[config.mk]
export PLATFORM = sky130hd
export DESIGN_NAME = bist_misr_compactor
export DESIGN_NICKNAME = d
export VERILOG_FILES = /design/src/rtl/bist_misr_compactor.sv
export SDC_FILE = /design/constraint.sdc
export NUM_CORES = 1
export LEC_CHECK = 0
export ABC_AREA = 1
export CAP_MARGIN = 10
export CORE_MARGIN = 4
export CORE_UTILIZATION = 35
export CTS_CLUSTER_DIAMETER = 80
export DETAILED_ROUTE_END_ITERATION = 12
export PLACE_DENSITY = 0.69
export SETUP_SLACK_MARGIN = 0.5
export SLEW_MARGIN = 15
export SYNTH_ARGS = -nofsm -noshare
export SYNTH_HDL_FRONTEND = slang
export SYNTH_SLANG_ARGS = --single-unit
[constraint.sdc]
create_clock -name clk -period 1.4 [get_ports clk]
set_input_delay 0.28 -clock clk [delete_from_list [all_inputs] [get_ports clk]]
set_output_delay 0.28 -clock clk [all_outputs]
set_load 0.02 [all_outputs]
[src/rtl/bist_misr_compactor.sv]
// Response-compaction MISR with IDLE/RUN/DONE run control.
// It folds one CUT output beat per accepted cycle and compares the result against a golden signature.
module bist_misr_compactor #(
    parameter int                 WIDTH = 8,
    parameter logic [WIDTH-1:0]   POLY  = 8'hB8,
    parameter logic [WIDTH-1:0]   SEED  = '0,
    parameter int                 CNT_W = 16
) (
    input  logic             clk,
    input  logic             rst_n,
    input  logic             start,
    input  logic [CNT_W-1:0] num_beats,
    input  logic [WIDTH-1:0] golden,
    input  logic [WIDTH-1:0] resp,
    input  logic             resp_valid,
    output logic             busy,
    output logic             done,
    output logic             pass,
    output logic [WIDTH-1:0] signature
);

    typedef enum logic [1:0] {
        S_IDLE = 2'd0,
        S_RUN  = 2'd1,
        S_DONE = 2'd2
    } state_t;

    state_t             state_q, state_d;
    logic [WIDTH-1:0]   sig_q, sig_d;
    logic [WIDTH-1:0]   golden_q, golden_d;
    logic [CNT_W-1:0]   rem_q, rem_d;
    logic               pass_q, pass_d;
    logic [WIDTH-1:0]   sig_upd;

    // Galois-style shift with tap mask, then fold in the response vector.
    always_comb begin
        sig_upd = {sig_q[WIDTH-2:0], 1'b0} ^ (sig_q[WIDTH-1] ? POLY : '0) ^ resp;
    end

    always_comb begin
        state_d  = state_q;
        sig_d    = sig_q;
        golden_d = golden_q;
        rem_d    = rem_q;
        pass_d   = pass_q;
        case (state_q)
            S_RUN: begin
                if (resp_valid) begin
                    sig_d = sig_upd;
                    rem_d = rem_q - 1'b1;
                    // rem is never 0 in RUN, so reaching 1 is the only exit.
                    if (rem_q == CNT_W'(1)) begin
                        state_d = S_DONE;
                        pass_d  = (sig_upd == golden_q);
                    end
                end
            end
            default: begin
                if (start) begin
                    sig_d    = SEED;
                    rem_d    = num_beats;
                    golden_d = golden;
                    pass_d   = 1'b0;
                    if (num_beats != '0) begin
                        state_d = S_RUN;
                    end else begin
                        state_d = S_DONE;
                        pass_d  = (SEED == golden);
                    end
                end
            end
        endcase
    end

    always_ff @(posedge clk or negedge rst_n) begin
        if (!rst_n) begin
            state_q  <= S_IDLE;
            sig_q    <= SEED;
            golden_q <= '0;
            rem_q    <= '0;
            pass_q   <= 1'b0;
        end else begin
            state_q  <= state_d;
            sig_q    <= sig_d;
            golden_q <= golden_d;
            rem_q    <= rem_d;
            pass_q   <= pass_d;
        end
    end

    assign busy      = (state_q == S_RUN);
    assign done      = (state_q == S_DONE);
    assign pass      = pass_q;
    assign signature = sig_q;

endmodule

# [Word-level counts from Yosys, hierarchy flattened]
# Index checks and enable logic that the tools add are counted.
[totals] regBits=35 latchBits=0 ramBits=0 romBits=0 inputBits=36 out_inout_bits=11 word_cells=38 memories=0
[op_classes] addsub=1 n_mul=0 n_div=0 order_cmp=0 n_eq_ne=6 shift=0 n_mux=17 n_bitwise=3 n_reduce_logical=6
[op_table] op="16-bit two-way mux" n=3
[op_table] op="8-bit two-way mux" n=4
[op_table] op="16-bit by 1-bit == test with 1-bit output (second input constant)" n=1
[op_table] op="16-bit nonzero test" n=1
[op_table] op="16-bit by 1-bit subtractor with 16-bit output (second input constant)" n=1
[op_table] op="8-bit bitwise XOR" n=2
[op_table] op="2-bit two-way mux" n=5
[op_table] op="8-bit == test" n=1
[op_table] op="8-bit zero test" n=1
[op_table] op="1-bit two-way mux" n=5
[op_table] op="2-bit AND reduction" n=2
[op_table] op="3-bit AND reduction" n=1
[op_table] op="2-bit by 1-bit == test with 1-bit output (second input constant)" n=1
[op_table] op="2-bit == test (second input constant)" n=1
[op_table] op="2-bit by 1-bit != test with 1-bit output (second input constant)" n=1
[op_table] op="2-bit != test (second input constant)" n=1
[op_table] op="2-bit nonzero test" n=1
[op_table] op="1-bit inverter" n=1

# [Depth between registers and ports, before layout]
# Gate-level depths: netlist of run 1.
[depth] ltp_word=7 ltp_mapped=11 depth_no_buf=11

# [Least setup slack after synthesis of run 1]
# OpenSTA, ideal clock, no wires.
[synth_path] path_kind="register -> register" start="register rem_q[0]" end="register rem_q[14]" setup_time_ps=120 arrival_ps=1354 t_required_ps=1280 setup_slack_ps=-74 stages_incl_launch_ff=12 path_buffers=0 synth_period_minus_slack_ps=1474 cell_sequence="dfrtp_1 inv_1 ha_1 nand2_1 nor2_2 inv_2 nor2_4 nand3_1 nand2_1 nand2_1 o21ai_1 nand2_1"
[synth_between] elab_chain_len=3
[synth_rtl] item="start: declaration" line_no="31" source="logic [CNT_W-1:0] rem_q, rem_d;"
[synth_rtl] item="start signal: assignment" line_no="86" source="rem_q <= rem_d;"
[synth_rtl] item="16-bit by 1-bit subtractor with 16-bit output" line_no="50" source="rem_d = rem_q - 1'b1;"
[synth_rtl] item="16-bit two-way mux" line_no="48" source="if (resp_valid) begin"
[synth_rtl] item="16-bit two-way mux" line_no="46" source="case (state_q)"
# No other way between the ends. The select of a mux whose other input is x is not followed.
# A chain may end at the register's enable or synchronous reset.

# [Worst setup path after layout of run 1]
# Same ends and word-level chain as after synthesis.

==> out/qor.csv, run 1 <==
stage;metric;value;unit
status;status;finished, violations left;
status;violations;negative setup slack;
cts;cts_tree;built;
synthesis;synthTopCellsByArea;dfrtp_1 (39%), nand2_1 (14%), inv_1 (7.8%);
layout;final_cell_count_no_fill;515;
synthesis;syn_avg_cell_area;7.042;µm²
synthesis;async_flop_share;1.000;
sta;slew_violations;0;
synthesis;synth_top_area_cell;dfrtp_1;
sta;clock-skew-final;0.005261;ns
cts;hold_buffers;0;
worst_setup_path;worst-path-max-fanout;3;
drt;vias;2618;
floorplanning;die_h;88.24;µm
placement;hpwl;4664;µm
layout;area_growth;75.96;%
placement;place_inst;482;
layout;layout-drive-gt1-share;0.4114;
floorplanning;core-area;6096;µm²
floorplanning;dieArea;7786;µm²
power_and_ir_drop;p_seq_frac;0.231;
global_route;grt_overflow;0;
synthesis;synth_edf_count;0;
synthesis;ys_seq_elements;35;
worst_hold_path;hold_class;primary input to async pin;
worst_setup_path;path_delay_family;simple AND/OR/NAND/NOR gates;
sta;tightestPinTransition;0.2784;ns
worst_setup_path;critPathLaunch;rem_q[0];
global_route;grt_max_degree;36;
drt;drt-total-wl;7397;µm
drt;first_iter_violations;96;
job;drv_cap;0;
synthesis;synth_top_area_frac;0.3887;
cts;cts_sinks;35;
synthesis;syn_nets;358;
sta;fmax;0.6573;GHz
layout;layout_common_cells;nand2_1 (63), buf_4 (51), inv_1 (44);
worst_setup_path;max_stage_delay;0.43;ns
power_and_ir_drop;ir_worst_vdd;1014;µV
cts;clk_pin_slew;0.08;ns
synthesis;yosysWarnings;0;
synthesis;syn_inst;320;
drt;wl_per_cell;14.36;µm
cts;numCtsBuffers;5;
floorplanning;die_w;88.24;µm
layout;finalNetCount;477;
synthesis;yosysUniqueCellTypes;32;
sta;fin_crit;1.521;ns
sta;timing.final.crit_share;1.087;
cts;h-tree-depth;2;
cts;root_buffer;clkbuf_8;
synthesis;synth_seq_area_share;0.3887;
drt;ant_nets;0;
drt;drt-pass1-iter-count;4;
sta;setup_ws;-0.1213;ns
worst_setup_path;required;1.59;ns
cts;cts_buffer_depth;2;
placement;gp_congestion;0.8749;
global_route;antenna_found_initial;0;
global_route;grt_pass1_vias;2579;
power_and_ir_drop;power_density;2138;nW/µm²
power_and_ir_drop;combPwrFrac;0.681;
sta;max-slew-margin-rel;0.8131;
power_and_ir_drop;switchingPower;3.766;mW
power_and_ir_drop;clkPwrFrac;0.088;
synthesis;syn_area;2253;µm²
drt;vias_per_cell;5.083;
worst_setup_path;path_cells;inv_2 -> ha_4 -> nand2_4 -> nor2_4 -> inv_2 -> nor2_4 -> nand3_2 -> nand2_1 -> nand2_1 -> o21ai_1 -> nand2_1;
floorplanning;start_util;0.3697;
floorplanning;rows;28;
sta;grt_setup_unrepaired;yes;
worst_setup_path;r2r_start;rem_q[0];
worst_setup_path;worst-path-buf-inv;2;
floorplanning;io_pins;47;
power_and_ir_drop;switching_share;0.4441;
worst_setup_path;crit_top_cell;nand2_1;
synthesis;ys.flop_type;dfrtp_1;
global_route;gr-usage-all-layers;0.1913;
worst_setup_path;end_kind;flip-flop;
sta;holdWs;0.3431;ns
global_route;grt_pass1_wl;11610;µm
worst_setup_path;cp_data_arrival_time;1.71;ns
sta;hold_viol;0;
drt;drc;0;
placement;dpl_worst_slack;-0.3715;ns
worst_setup_path;worst-setup-path-type;flip-flop to flip-flop;
sta;setup_viol;29;
placement;portBuffers;46;
power_and_ir_drop;p_int;4.713;mW
worst_setup_path;cpMaxStageDelayCell;dfrtp_1;
worst_setup_path;setup.worst_path.start_class;flip-flop;
layout;final_common_cell;nand2_1;
cts;worstSkewPairLatency;0.30;ns
layout;n_antenna_cell;0;
power_and_ir_drop;p_leak;1.869;nW
-- cell usage after synthesis, types with 2 or more instances --
master,instances
nand2_2,2
dfrtp_1,35
o211ai_1,7
nand3_1,20
nand2_1,83
a21oi_1,6
nor2_1,23
o21a_1,2
nand4_1,5
ha_1,2
buf_2,6
nor3_1,4
o22ai_1,14
or2_2,5
o21ai_0,27
inv_2,5
nor2_2,4
inv_1,47
nor2_4,2
o21ai_1,4
nand3b_1,6
-- flip-flops by register name (all words and copies together) (netlist names) --
name,cells
golden_q,8
rem_q,16
pass,1
signature,8
state_q,2
-- power groups by stage --
stage | Combinational [mW] | Sequential, mW | Clock, mW
3_5_place_dp | 3.90 | 1.88 | 0
3_3_place_gp | 3.83 | 1.87 | 0
5_1_grt | 6.25 | 2.01 | 0.820
4_1_cts | 4.93 | 1.91 | 0.763
2_1_floorplan | 2.47 | 1.96 | 0
6_report | 5.77 | 1.96 | 0.748
-- final timing paths --
check	end	cells past startpoint	slack (ns)
setup / recovery	rem_q[14]	11	-0.12
hold / removal	signature[2]	2	0.34
setup reg to reg	rem_q[14]	11	-0.12
hold reg to reg	golden_q[2]	2	0.51
max in group asynchronous	signature[7]	2	0.84
min in group clk	golden_q[2]	2	0.51
-- timing repair --
item | in CTS | in global routing
endpoints found under the setup margin | 46 | 46
resized for setup | 123 | 54
pin swaps | 18 | 24
gates cloned | 3 | 0
buffers inserted | 14 | 8
-- metal layers --
layer,up-vias,global-route usage,share of wire
met3,18,0.04097,0.065
met5,-,0,0
met4,0,0.07280,0.026
li1,1275,-,-
met1,1238,0.2304,0.38
met2,87,0.3338,0.53
-- worst reg2reg max path: stages (launching register included) --
cell and delay [ns]:
dfrtp_1 0.43, inv_2 0.11, ha_4 0.16, nand2_4 0.05, nor2_4 0.09, inv_2 0.06, nor2_4 0.13, nand3_2 0.08
nand2_1 0.06, nand2_1 0.04, o21ai_1 0.12, nand2_1 0.06
-- stage by stage --
step | TNS, ns | total power, mW | cell area [µm²] | utilization
finish | -1.271 | 8.479 | 3965 | 0.6505
floorplan | -0.01413 | 4.427 | 2367 | -
global placement | -1.483 | 5.694 | 3227 | 0.5294
CTS | -0.2708 | 7.606 | 3706 | 0.6080
global route | -3.565 | 9.080 | 3965 | 0.6505
detailed placement | -1.925 | 5.778 | 3227 | 0.5294
-- layout make-up --
class / count / area, µm²
fillers: 506 / 2131
well taps: 75 / 93.84
inverters: 53 / 211.5
clock inverters: 3 / 15.01
repair buffers: 121 / 1210
multi-input cells: 223 / 1489
clock buffers: 5 / 68.82
flip-flops and latches: 35 / 877.1
-- cell families (layout without fill, tap and decap cells) --
logic type | after synthesis | count (layout) | synth area share
AO/OA/AOI/OAI | 62 | 62 | 0.1582
XOR/XNOR | 3 | 3 | 0.01832
adder cells (fa/ha/maj) | 2 | 2 | 0.01110
buffers and inverters | 62 | 182 | 0.1116
flip-flops | 35 | 35 | 0.3887
AND/OR/NAND/NOR | 156 | 156 | 0.3120
No activity file was read; power rests on OpenSTA's default activity.
==> run 2, diff against run 1 <==
--- a/config.mk
+++ b/config.mk
@@ -6,7 +6,6 @@
 export NUM_CORES = 1
 export LEC_CHECK = 0
 export ABC_AREA = 1
-export CAP_MARGIN = 10
 export CORE_MARGIN = 4
 export CORE_UTILIZATION = 35
 export CTS_CLUSTER_DIAMETER = 80
==> results of run 2 <==
Same layout as run 1: the final DEF is identical, and so are final timing and power.
==> run 3, diff against run 2 <==
--- a/config.mk
+++ b/config.mk
@@ -6,12 +6,14 @@
 export NUM_CORES = 1
 export LEC_CHECK = 0
 export ABC_AREA = 1
+export CAP_MARGIN = 20
 export CORE_MARGIN = 4
 export CORE_UTILIZATION = 35
 export CTS_CLUSTER_DIAMETER = 80
 export DETAILED_ROUTE_END_ITERATION = 12
+export GPL_TIMING_DRIVEN = 0
 export PLACE_DENSITY = 0.69
-export SETUP_SLACK_MARGIN = 0.5
+export SETUP_SLACK_MARGIN = 0.02
 export SLEW_MARGIN = 15
 export SYNTH_ARGS = -nofsm -noshare
 export SYNTH_HDL_FRONTEND = slang
==> out/qor.csv, run 3 (synthesis gave the netlist of run 1 again) <==
stage;metric;value;unit;change
status;status;finished, violations left;;
status;violations;negative setup slack;;
worst_setup_path;r2r_start;rem_q[2];;
power_and_ir_drop;p_leak;1.667;nW;-11%
worst_setup_path;regToRegEndpoint;rem_q[13];;
layout;regMostFlops;rem_q;;
sta;setup_viol;29;;unchanged
cts;clk_pin_slew;0.08;ns;about the same
floorplanning;die_w;88.24;µm;unchanged
floorplanning;dieArea;7786;µm²;unchanged
worst_setup_path;worst-setup-path-type;flip-flop to flip-flop;;
sta;max-slew-margin-rel;0.7542;;-0.05883
global_route;grt_pass1_vias;2417;;-6.3%
sta;fmax;0.6376;GHz;-3.0%
sta;setup_ws;-0.1684;ns;-0.04713 ns
layout;area_growth;60.47;%;
global_route;grt_max_degree;27;;-25%
cts;cts_buffer_depth;2;;unchanged
drt;wl_per_cell;15.66;µm;+9.0%
cts;root_buffer;clkbuf_8;;
global_route;met1_usage;0.2478;;+0.01740
global_route;grt_overflow;0;;unchanged
floorplanning;rows;28;;unchanged
sta;hold_viol;0;;unchanged
floorplanning;core-area;6096;µm²;unchanged
global_route;gr-usage-all-layers;0.1918;;+0.0004920
layout;n_antenna_cell;0;;unchanged
placement;gp_congestion;0.8885;;+1.6%
layout;layout-drive-gt1-share;0.3086;;-0.1027
worst_setup_path;end_kind;flip-flop;;
layout;finalNetCount;442;;-7.3%
power_and_ir_drop;ir_worst_vdd;1033;µV;+1.9%
drt;vias;2522;;-3.7%
worst_setup_path;reg2reg_slack;-0.17;ns;-0.05 ns
worst_hold_path;hold_class;primary input to async pin;;
drt;vias_per_cell;5.254;;+3.4%
worst_setup_path;required;1.58;ns;about the same
drt;drt-pass1-iter-count;5;;+1
global_route;met3_usage;0.04283;;+0.001862
cts;worstSkewPairLatency;0.30;ns;about the same
drt;drt-total-wl;7515;µm;+1.6%
sta;slew_violations;0;;unchanged
global_route;grt_util_met2;0.3209;;-0.01292
sta;timing.final.crit_share;1.120;;+0.03367
sta;fin_tns_setup;-2.667;ns;-1.396 ns
sta;tightestPinTransition;0.3673;ns;+0.08889 ns
worst_setup_path;reg2regPathDepth;8;;-3
job;drv_cap;0;;unchanged
drt;first_iter_violations;170;;+77%
drt;drc;0;;unchanged
cts;cts_tree;built;;
global_route;grt-busiest-layer;met2;;
layout;layout_common_cells;nand2_1 (72), inv_1 (42), dfrtp_1 (34), clkdlybuf4s50_1 (34), nor2_1 (18);;
cts;h-tree-depth;2;;unchanged
cts;numCtsBuffers;5;;unchanged
floorplanning;die_h;88.24;µm;unchanged
sta;fin_crit;1.568;ns;+0.04713 ns
placement;hpwl;4717;µm;+1.1%
floorplanning;io_pins;47;;unchanged
floorplanning;start_util;0.3697;;unchanged
cts;cts_sinks;35;;unchanged
layout;largest_reg_flops;16;;unchanged
drt;ant_nets;0;;unchanged
global_route;antenna_found_initial;0;;unchanged
worst_setup_path;critPathLaunch;rem_q[2];;
layout;final_common_cell;nand2_1;;
sta;clock-skew-final;0.004991;ns;-0.0002702 ns
worst_setup_path;setup.worst_path.start_class;flip-flop;;
placement;portBuffers;46;;unchanged
global_route;grt_pass1_wl;11500;µm;-0.95%
power_and_ir_drop;finalPower;7.842;mW;-7.5%
power_and_ir_drop;power_density;2169;nW/µm²;+1.4%
worst_setup_path;worst-path-max-fanout;4;;+1
worst_setup_path;endpoint;rem_q[13];;
worst_setup_path;cp_data_arrival_time;1.74;ns;+0.03 ns
sta;grt_setup_unrepaired;yes;;
[run 3: cell count changes in the layout (fill, tap and decap cells not counted), moves of 5 or more]
cell	previous run	this run
buf_4	51	17
buf_6	26	12
nand2_1	63	72
dlygate4sd2_1	1	8
nand2_2	14	9
o21ai_0	5	10
[run 3: what timing repair did]
item / CTS / global route
resized for setup: 87 / 53
gates cloned: 4 / 1
setup endpoints to repair: 45 / 38
hold buffers: 1 / 0
setup buffers: 17 / 9
endpoints found under the hold margin: 9 / 0
pin swaps: 24 / 10
[run 3: how the worst min path moves through the flow]
stage / cells after the start / end / slack [ns]
floorplan: 0 / golden_q[0] / -0.02
global placement: 2 / golden_q[3] / 0.48
detailed placement: 1 / rem_q[9] / 0.16
CTS: 2 / rem_q[12] / 0.38
global route: 2 / rem_q[12] / 0.42
finish: 2 / rem_q[12] / 0.37
[run 3: per-layer routing]
metal | up-vias | share of wire
met1 | 1224 | 0.42
met3 | 17 | 0.048
met5 | - | 0
met2 | 72 | 0.51
met4 | 0 | 0.025
li1 | 1209 | -
[run 3: critical path, cell delays in order (launching register included)]
cell     delay (ns)
dfrtp_1        0.42
inv_1          0.18
nand3_4        0.11
nor2_4         0.14
nand2_2        0.08
nor2_1         0.14
nand2_1        0.09
a21oi_1        0.19
o22ai_2        0.10
[run 3: area by class of cell]
cell class              count  area [µm²]
plain buffers               9       116.4
clock buffers               6       72.57
clock inverters             2       12.51
fillers                   525        2480
inverters                  53       211.5
multi-input cells         224        1441
flip-flops and latches     35       877.1
well taps                  75       93.84
repair buffers             76       790.8
[run 3: per-stage QoR]
| step | worst slack (ns) | cell area, µm² | hold WS (ns) | utilization | std cells |
|---|---|---|---|---|---|
| after floorplan | -0.02498 | 2283 | -0.01559 | - | 320 |
| after global placement | -0.8121 | 2838 | 0.4849 | 0.4655 | 441 |
| after detailed placement | -0.4854 | 2853 | 0.1639 | 0.4680 | 442 |
| after CTS | -0.1286 | 3377 | 0.3768 | 0.5540 | 472 |
| after global routing | -0.2407 | 3616 | 0.4156 | 0.5932 | 480 |
| final | -0.1684 | 3616 | 0.3739 | 0.5932 | 480 |
[run 3: power breakdown]
part | switching [mW] | leakage (nW) | internal (mW)
combinational | 2.79 | 1.20 | 2.36
clock | 0.418 | 0.0412 | 0.349
sequential | 0.424 | 0.424 | 1.50
total | 3.63 | 1.67 | 4.21
